**config.mk**
```make
export PLATFORM = sky130hd
export DESIGN_NAME = xor_stream_cipher_mc
export DESIGN_NICKNAME = d
export VERILOG_FILES = /design/src/rtl/xor_stream_cipher_mc.sv
export SDC_FILE = /design/constraint.sdc
export NUM_CORES = 1
export LEC_CHECK = 0
export ABC_AREA = 1
export BUFFER_PORTS_ARGS = -buffer_cell sky130_fd_sc_hd__buf_2
export CAP_MARGIN = 10
export CORE_ASPECT_RATIO = 0.7
export CORE_MARGIN = 2
export CORE_UTILIZATION = 62
export DETAILED_ROUTE_END_ITERATION = 12
export GPL_TIMING_DRIVEN = 0
export PLACE_DENSITY = 0.8
export SYNTH_ARGS = -nofsm -noshare
export SYNTH_HDL_FRONTEND = slang
export SYNTH_SLANG_ARGS = --single-unit
```
**constraint.sdc**
```tcl
create_clock -name clk -period 1.6 [get_ports clk]
set_input_delay 0.16 -clock clk [delete_from_list [all_inputs] [get_ports clk]]
set_output_delay 0.16 -clock clk [all_outputs]
set_load 0.005 [all_outputs]
```
**src/rtl/xor_stream_cipher_mc.sv**
```systemverilog
// Multi-channel serial XOR stream cipher.
// A serially loaded key seeds one keystream register per channel; each channel
// advances its keystream (rotate or Galois LFSR) only when it accepts a data bit.
module xor_stream_cipher_mc #(
    parameter int unsigned    M    = 32,
    parameter int unsigned    CH   = 2,
    parameter logic [M-1:0]   TAPS = 32'h8020_0003,
    parameter int unsigned    HB_W = 24
) (
    input  logic          clk,
    input  logic          rst_n,
    input  logic          cfg_en,
    input  logic          cfg_i,
    output logic          cfg_o,
    input  logic          mode,
    input  logic          resync,
    input  logic [CH-1:0] din,
    input  logic [CH-1:0] din_vld,
    output logic [CH-1:0] dout,
    output logic [CH-1:0] dout_vld,
    output logic          keyed,
    output logic [2:0]    heartbeat
);

    typedef enum logic [1:0] {
        StUnkeyed,
        StCfg,
        StRun
    } state_e;

    localparam logic [M-1:0]    OneM  = {{(M-1){1'b0}}, 1'b1};
    localparam logic [HB_W-1:0] OneHb = {{(HB_W-1){1'b0}}, 1'b1};

    state_e          state_q, state_d;
    logic [M-1:0]    key_q;
    logic            mode_q;
    logic [M-1:0]    s_q [CH];
    logic [M-1:0]    s_d [CH];
    logic [CH-1:0]   dout_q, dout_d;
    logic [CH-1:0]   dout_vld_q, dout_vld_d;
    logic [HB_W-1:0] hb_q;

    logic            commit;
    logic            accept;
    logic            reload;
    logic            reload_mode;
    logic [M-1:0]    reload_val;

    // One keystream step: rotate right, or Galois right-shift with tap feedback.
    function automatic logic [M-1:0] step(input logic [M-1:0] s, input logic lfsr);
        if (lfsr) begin
            return (s >> 1) ^ (s[0] ? TAPS : '0);
        end
        return {s[0], s[M-1:1]};
    endfunction

    // Next-state decode for the keying FSM.
    always_comb begin
        state_d = state_q;
        case (state_q)
            StUnkeyed: if (cfg_en)  state_d = StCfg;
            StCfg:     if (!cfg_en) state_d = StRun;
            StRun:     if (cfg_en)  state_d = StCfg;
            default:   state_d = StUnkeyed;
        endcase
    end

    // Reload/advance decisions; data is only accepted while staying in RUN.
    always_comb begin
        commit      = (state_q == StCfg) && !cfg_en;
        accept      = (state_q == StRun) && !cfg_en;
        reload      = commit || (accept && resync);
        // The fresh mode applies to the commit reload; resync reuses the latched one.
        reload_mode = commit ? mode : mode_q;
        // An all-zero LFSR would never leave zero, so seed it with 1 instead.
        reload_val  = (reload_mode && (key_q == '0)) ? OneM : key_q;
    end

    // Per-channel keystream update and registered XOR output.
    always_comb begin
        dout_d     = dout_q;
        dout_vld_d = '0;
        for (int c = 0; c < int'(CH); c++) begin
            s_d[c] = s_q[c];
            if (accept && din_vld[c]) begin
                dout_d[c]     = din[c] ^ s_q[c][0];
                dout_vld_d[c] = 1'b1;
                s_d[c]        = step(s_q[c], mode_q);
            end
            // Reload wins over a coincident advance.
            if (reload) begin
                s_d[c] = reload_val;
            end
        end
    end

    // State registers, all cleared asynchronously.
    always_ff @(posedge clk or negedge rst_n) begin
        if (!rst_n) begin
            state_q    <= StUnkeyed;
            key_q      <= '0;
            mode_q     <= 1'b0;
            dout_q     <= '0;
            dout_vld_q <= '0;
            hb_q       <= '0;
            for (int c = 0; c < int'(CH); c++) begin
                s_q[c] <= '0;
            end
        end else begin
            state_q    <= state_d;
            dout_q     <= dout_d;
            dout_vld_q <= dout_vld_d;
            hb_q       <= hb_q + OneHb;
            if (cfg_en) begin
                key_q <= {key_q[M-2:0], cfg_i};
            end
            if (commit) begin
                mode_q <= mode;
            end
            for (int c = 0; c < int'(CH); c++) begin
                s_q[c] <= s_d[c];
            end
        end
    end

    // Outputs come straight from registers.
    always_comb begin
        cfg_o     = key_q[M-1];
        keyed     = (state_q == StRun);
        dout      = dout_q;
        dout_vld  = dout_vld_q;
        heartbeat = hb_q[HB_W-1 -: 3];
    end

endmodule

```
# Word-level counts from Yosys, hierarchy flattened
# Cells that the tools add are included.
dict set report word_totals {
  reg_bits 127
  inputBits 10
  wordCells 52
}
dict set report op_classes {
  n_addsub 1
  n_eq_ne 4
  mux 20
  bitwise_logic 4
  reduce_logical 14
}
# cell n
set ops {}
lappend ops {{32-bit 2-to-1 mux} 11}
lappend ops {{31-bit by 32-bit XOR with 32-bit output} 2}
lappend ops {{32-bit zero test} 1}
lappend ops {{24-bit by 1-bit adder with 24-bit output (second input constant)} 1}
lappend ops {{1-bit logical AND} 6}
lappend ops {{1-bit 2-to-1 mux} 6}
lappend ops {{2-bit 2-to-1 mux} 2}
lappend ops {{2-bit one-hot mux with 2 select lines} 1}
lappend ops {{2-bit nonzero test} 2}
lappend ops {{2-bit by 1-bit == test with 1-bit output (second input constant)} 1}
lappend ops {{2-bit == test (second input constant)} 1}
lappend ops {{2-bit zero test} 1}
lappend ops {{2-bit by 1-bit inequality test with 1-bit output (second input constant)} 1}
lappend ops {{2-bit inequality test (second input constant)} 1}
lappend ops {{2-bit AND reduction} 1}
lappend ops {{2-bit OR reduction} 1}
lappend ops {{1-bit XOR} 2}
lappend ops {{1-bit zero test} 1}
lappend ops {{1-bit logical OR} 1}

# Longest topological paths before layout
# Gate-level depths: netlist (run 1).
dict set report logic_depth {
  ltp_word 7
  ltp_mapped 11
  ltp_nobuf 10
}

# Worst setup path after synthesis (run 1)
# No wires, ideal clock.
dict set report synth_timing {
  kind {flip-flop to flip-flop}
  from {register state_q[0]}
  to {register s_q[13] (netlist name)}
  t_arrival_ns 1.320
  required_ns 1.477
  path_slack_ns 0.157
  stages_incl_launch_ff 10
  synth_period_minus_slack_ns 1.443
  cell_sequence {dfrtp_1 -> nor2_2 -> nand2_1 -> inv_2 -> nand2_4 -> nand2_8 -> buf_2 -> nor2_1 -> o21ai_1 -> o21ai_1}
}
dict set report synth_between {
  word_cells_on_any_way 12
  classes_between {2 x eq/ne; 3 x mux; 7 x reduce/logical}
}
# item line_no
set synth_lines {}
lappend synth_lines {{start: declaration} 34} ;# state_e state_q, state_d;
lappend synth_lines {{start signal: assignment} 100} ;# state_q <= StUnkeyed;
lappend synth_lines {{start signal: assignment} 110} ;# state_q <= state_d;
lappend synth_lines {{2-bit == test (*)} n/a}
lappend synth_lines {{named net keyed} 21} ;# output logic keyed,
lappend synth_lines {{1-bit logical AND (*)} 71} ;# accept = (state_q == StRun) && !cfg_en;
lappend synth_lines {{1-bit logical AND} 72} ;# reload = commit || (accept && resync);
lappend synth_lines {{1-bit logical OR} 72}
lappend synth_lines {{32-bit 2-to-1 mux / 2-bit nonzero test (equally long branches)} n/a}
lappend synth_lines {{end signal: indexed assignment} 121} ;# s_q[c] <= s_d[c];
lappend synth_lines {{end: declaration} 37} ;# logic [M-1:0] s_q [CH];
# The timed path passes the listed nets; every way through them passes the cells marked *.
# A chain may end at the register's enable or synchronous reset.

# Worst setup path after layout (run 1)
dict set report layout_timing {
  from {register state_q[0]}
  to {register s_q[10] (netlist name)}
}
dict set report layout_between {
  elab_chain_len 6
  word_cells_on_any_way 12
  classes_between {2 x eq/ne; 3 x mux; 7 x reduce/logical}
}
# item line_no
set layout_rtl {}
lappend layout_rtl {{2-bit by 1-bit == test with 1-bit output} 70} ;# commit = (state_q == StCfg) && !cfg_en;
lappend layout_rtl {{1-bit logical AND} 70}
lappend layout_rtl {{1-bit 2-to-1 mux} n/a}
lappend layout_rtl {{1-bit logical AND} 76} ;# reload_val = (reload_mode && (key_q == '0)) ? OneM : key_q;
lappend layout_rtl {{32-bit 2-to-1 mux} 76}
lappend layout_rtl {{32-bit 2-to-1 mux} 91} ;# if (reload) begin
# Parallel ways exist; a longest one is shown, timed or not.

==> out/metrics.cfg, run 1 <==
[sta]
slew_headroom_pct = 68.9
hold_viol = 0
setup_viol = 39
maxSlewViolCount = 0
worst_slack_ns = -0.171
period_needed_ns = 1.77
min_period_over_period_pct = 111
fmax_mhz = 565
rsz0062_at_grt = yes
clock_skew_ns = 0.00774
worst_slew_pin_slew_ns = 0.466

[global_route]
antenna_found_initial = 0
grt_pass1_vias = 5211
overflow = 0
grtUsageTotal_pct = 32.5
grt_first_pass_wirelength_um = 25500
grt_start_max_net_pins = 86

[place]
place_ws_ns = -0.135
dp_hpwl_um = 9650
io_buffers = 18
post-place-cells = 838
place_congestion = 0.910

[clock_network]
clkTransAtPathRegs_ns = 0.05
clock-sinks = 127
cts_buffer_depth = 2
worstSkewPairLatency_ns = 0.42
htreeDepth = 4
cts_buffers = 17
cts_root_buffer = clkbuf_16
cts_tree = yes

[pwr]
leakage_uw = 0.00358
total_power_uw = 10700
ir_drop_v = 0.000904
powerDensity_nw_per_um2 = 1380

[yosys]
syn_avg_cell_area_um2 = 8.55
yosys_warnings = 0
syn_area_um2 = 5940
syn-num-nets = 706
yosys.area.top_type_share_pct = 53.5
synth_ff_type = dfrtp_1
yosys-top-cells-count = dfrtp_1, nor2_1, o21ai_1
async_flop_share_pct = 100
netlist_instances = 695
synth_edf_count = 0
ys_ff_latch = 127
yosys.cell_count.top_type = dfrtp_1
ys_seq_area_share_pct = 53.5
synthTopCellsByArea = dfrtp_1, o21ai_1, nor2_1
synth_top_cell_by_area = dfrtp_1
post_synth_num_cell_types = 32

[floorplanning]
die_width_um = 121
dieHeight_um = 85.9
dieArea_um2 = 10400
core-area_um2 = 9180
start_util_pct = 64.7
rows = 29
num_io_pins = 19

[run]
cap_violations = 0

[min_path]
worstHoldPathType = in -> reg

[cells_and_area]
num-fill-cells = 439
drive_gt1_share_pct = 26.3
antenna_cells = 0
syn2layout_area_growth_pct = 30.5
fin_cells = 903
fin_nets = 777

[setup_path]
critPathKind = reg -> reg
endpoint_kind = register
crit_required_ns = 1.87
critPathLaunchType = register
path_max_fanout = 6
critPathArrivalTime_ns = 2.04

[run_status]
violations = setup timing
status = complete, but fails checks

[route]
vias = 5526
drc = 0
ant_nets = 0
dr.pass1.iters = 7
routed_wl_um = 18300
avgViaCountPerCell = 6.12
drt-initial-drc-count = 585
wl_per_cell_um = 20.3

power breakdown:
group	switching [µW]	internal (µW)
Sequential	399	3950
Combinational	1730	1050
Clock	1370	2220
per-layer routing:
metal / share of wire, % / up-vias / global-route usage (%)
li1: - / 2342 / -
met1: 39 / 2694 / 42.8
met2: 47 / 408 / 50.8
met3: 10 / 82 / 10.8
met4: 3.4 / 0 / 12.2
met5: 0 / - / 0
layout by cell type, fill, tap and decap left out, types with 4 or more instances in the layout:
master     Yosys  final
clkinv_2       0      4
nand3_1       11      8
o21ai_0       36     34
nor2_2         9     25
o21ai_2        0     15
inv_4          3      4
inv_1        104    103
clkbuf_1       6     10
a22oi_2        0      4
a21oi_1        4      4
buf_12         0      8
buf_8          1     11
clkbuf_8       0      6
clkbuf_16      0     22
nand2_2        1      7
buf_4          9     24
nand2_8        1      4
nor2_1       112     69
nand2_1       86     79
dfrtp_1      127    127
nor2_4         0     27
buf_2          6     17
nand4_1        9      9
o21ai_1      108     95
xnor2_1       10     10
xor2_1        17     17
final cells by class:
type | instances | area [µm²] | share of cell area, %
buffer | 28 | 328 | 4.23
timing repair inverter | 1 | 6.26 | 0.0807
sequential | 127 | 3180 | 41.0
clock inverter | 5 | 27.5 | 0.355
tap | 124 | 155 | 2.00
multi-input combinational | 429 | 2570 | 33.1
clock buffer | 27 | 523 | 6.74
timing repair buffer | 50 | 519 | 6.70
inverter | 112 | 450 | 5.81
flip-flops by register name, indices dropped and copies added (netlist names):
register,cells
mode_q,1
hb_q,24
state_q,2
key_q,32
s_q,64
dout_vld,2
dout,2
repair_timing:
item,CTS,global route
endpoints found under the setup margin,61,72
setup buffers,13,9
gates resized for setup,62,95
pin swaps,10,35
gates cloned,4,5
endpoints found under the hold margin,43,0
hold buffers,2,0
metrics by stage:
step	instance area (µm²)	setup TNS, ns	util (%)	hold WS, ns
after global placement	6190	-150.78	67.4	0.376
after CTS	7200	-0.00253	78.4	0.0577
after global routing	7750	-4.78	84.5	0.0814
after floorplan	5940	0	-	-0.136
final	7750	-1.42	84.5	0.0646
after detailed placement	6220	-2.24	67.8	0.108
cell families after synthesis:
kind of cell / synth area share, %
adder cells (fa/ha/maj): 0.210
XOR/XNOR: 3.98
AND/OR/NAND/NOR: 17.7
AO/OA/AOI/OAI: 14.0
flip-flops: 53.5
buffers and inverters: 10.6
final timing paths:
check | startpoint | end | slack, ns | cells past startpoint
max | state_q[0]$_DFFE_PN0P_ | s_q[10]$_DFFE_PN0P_ | -0.17 | 10
min | din[1] | dout[1]$_DFFE_PN0P_ | 0.06 | 3
max reg2reg | state_q[0]$_DFFE_PN0P_ | s_q[10]$_DFFE_PN0P_ | -0.17 | 10
min reg2reg | hb_q[23]$_DFF_PN0_ | hb_q[23]$_DFF_PN0_ | 0.50 | 1
max in group asynchronous | rst_n | s_q[1]$_DFFE_PN0P_ | 0.61 | 3
min in group asynchronous | rst_n | s_q[42]$_DFFE_PN0P_ | 0.24 | 2
worst max-delay path, cell delays in order, from the launching register on:
cell and delay (ns):
dfrtp_1 0.42, nor2_4 0.13, nand2_2 0.08, inv_4 0.09
nand2_4 0.08, buf_12 0.14, nand2_8 0.11, clkbuf_16 0.18
nor2_2 0.04, o21ai_1 0.17, o21ai_1 0.15
Power figures use the tool's default switching activity.
==> run 2, diff against run 1 <==
==> constraint.sdc (replaced) <==
create_clock -name clk -period 1.9 [get_ports clk]
set_input_delay 0.19 -clock clk [delete_from_list [all_inputs] [get_ports clk]]
set_output_delay 0.19 -clock clk [all_outputs]
set_load 0.005 [all_outputs]
==> run 2 against run 1 <==
  * Largest cell class unchanged
  * Critical endpoint is now s_q[51]$_DFFE_PN0P_
  * Clock skew up 0.0020 ns
  * Critical path type unchanged
  * The run now ends clean
  * Clock-buffer cell count unchanged
  * First-iteration DRC count fell by 19%
  * Die area did not move
  * Cell count is 3.4% lower
  * Clock power down 16%
  * Sequential power shrank 17%
  * Final area decreased by 12%
==> out/metrics.cfg, run 2 (synthesis results as in run 1) <==
[run_status]
status = finished clean

[place]
place_congestion = 0.910
dp_hpwl_um = 9650
io_buffers = 18
place_ws_ns = 0.165

[clock_network]
hold_buffers = 2
cts_buffers = 17
htreeDepth = 4
post_cts_resized = 0
clock-sinks = 127
cts_tree = yes
cts_buffer_depth = 2
clkTransAtPathRegs_ns = 0.06
cts_root_buffer = clkbuf_16
post-cts-setup-buffers = 0
worstSkewPairLatency_ns = 0.43

[pwr]
p_int_uw = 5810
comb_power_share_pct = 20.2
ir_drop_v = 0.000702
swShare_pct = 29.9
p_switching_uw = 2480
leakage_uw = 0.00329
p_clk_share_pct = 36.2
power.share.sequential_pct = 43.6
powerDensity_nw_per_um2 = 1220

[route]
dr.pass1.iters = 5
drt-initial-drc-count = 473
routed_wl_um = 13900
drc = 0
avgViaCountPerCell = 5.53
ant_nets = 0
wl_per_cell_um = 16.0
vias = 4821

[cells_and_area]
top_regs = s_q x64, key_q x32, hb_q x24
largest_reg_flops = 64
fin_nets = 746
layout_commonest_cell = dfrtp_1
num-fill-cells = 693
drive_gt1_share_pct = 13.1
largest-register = s_q
syn2layout_area_growth_pct = 14.3
mostFrequentLayoutCells = dfrtp_1, nor2_1, o21ai_1
antenna_cells = 0
seq_area_um2 = 3180
multi_input_area_um2 = 2130

[global_route]
grt_start_max_net_pins = 86
grt_first_pass_wirelength_um = 23800
grtUsageTotal_pct = 30.0
grt_pass1_vias = 4868
antenna_found_initial = 0
overflow = 0

[min_path]
worstHoldPathType = in -> reg

[sta]
fmax_mhz = 561
setup_viol = 0
maxSlewViolCount = 0
hold_viol = 0
worst_slack_ns = 0.118
slew_headroom_pct = 69.6
worst_slew_pin_slew_ns = 0.451
hold_ws_ns = 0.0817
clock_skew_ns = 0.00969
rsz0062_at_grt = no
period_needed_ns = 1.78
min_period_over_period_pct = 93.8

[floorplanning]
die_width_um = 121
rows = 29
num_io_pins = 19
dieArea_um2 = 10400
core-area_um2 = 9180
start_util_pct = 64.7
dieHeight_um = 85.9

[setup_path]
endpoint_kind = register
reg2reg_depth = 10
r2r_setup_slack_ns = 0.12
cp-endpoint = s_q[51]$_DFFE_PN0P_
path_max_fanout = 10
crit_required_ns = 2.25
worstReg2RegEnd = s_q[51]$_DFFE_PN0P_
startpoint = state_q[0]$_DFFE_PN0P_
critPathLaunchType = register
critPathArrivalTime_ns = 2.13
critPathKind = reg -> reg
reg2reg_from = state_q[0]$_DFFE_PN0P_

[run]
cap_violations = 0

==> run 2: cell types whose count changed in the layout (fill, tap and decap cells not counted), sizes merged <==
cell / previous run / this run
buf: 65 / 41
clkbuf: 38 / 33
inv: 113 / 112
nand2: 91 / 90
==> run 2: per-layer routing <==
metal,routed length (µm),track usage [%]
met1,6430,43.0
met2,6300,45.6
met3,984,7.98
met4,212,8.88
met5,0,0
==> run 2: metrics by stage <==
step                      cells  setup TNS [ns]  util [%]  area (µm²)  total power (µW)
after CTS                   872               0      74.0        6790              8260
final                       872               0      74.0        6790              8280
after floorplan             695               0         -        5940              4770
after global routing        872               0      74.0        6790              8710
after detailed placement    838               0      67.8        6220              5270
after global placement      837         -116.27      67.4        6190              5140
==> run 2: worst min-delay path by stage <==
stage                     slack, ns    from                   end  cells after the start
final                          0.08  din[1]   dout[1]$_DFFE_PN0P_                      3
after global routing           0.11  din[1]   dout[1]$_DFFE_PN0P_                      3
after global placement         0.41   cfg_i  key_q[0]$_DFFE_PN0P_                      3
after CTS                      0.09  din[1]   dout[1]$_DFFE_PN0P_                      3
after floorplan               -0.11   rst_n   dout[0]$_DFFE_PN0P_                      0
after detailed placement       0.14   rst_n   s_q[45]$_DFFE_PN0P_                      1
==> run 2: power groups by stage <==
stage,clock [µW],sequential [µW],combinational (µW)
floorplan,0,3570,1210
global placement,0,3610,1530
detailed placement,0,3640,1630
CTS,2990,3600,1660
global route,3140,3670,1910
finish,3000,3610,1670
==> run 2: worst max-delay path, stage by stage, from the launching register on <==
cell and delay, ns:
dfrtp_1 0.41, nor2_2 0.14, nand2_1 0.09, inv_2 0.13, nand2_4 0.08, nand2_8 0.14
inv_4 0.09, buf_8 0.15, nor2_1 0.26, o21ai_1 0.11, o21ai_1 0.10
==> run 2: layout make-up <==
class                           instances  share of cell area [%]
Sequential cell                       127                    46.8
Multi-Input combinational cell        428                    31.4
Inverter                              112                    6.30
Tap cell                              124                    2.28
Clock buffer                           27                    7.70
Clock inverter                          5                   0.405
Buffer                                 28                    2.98
Timing Repair Buffer                   21                    2.12
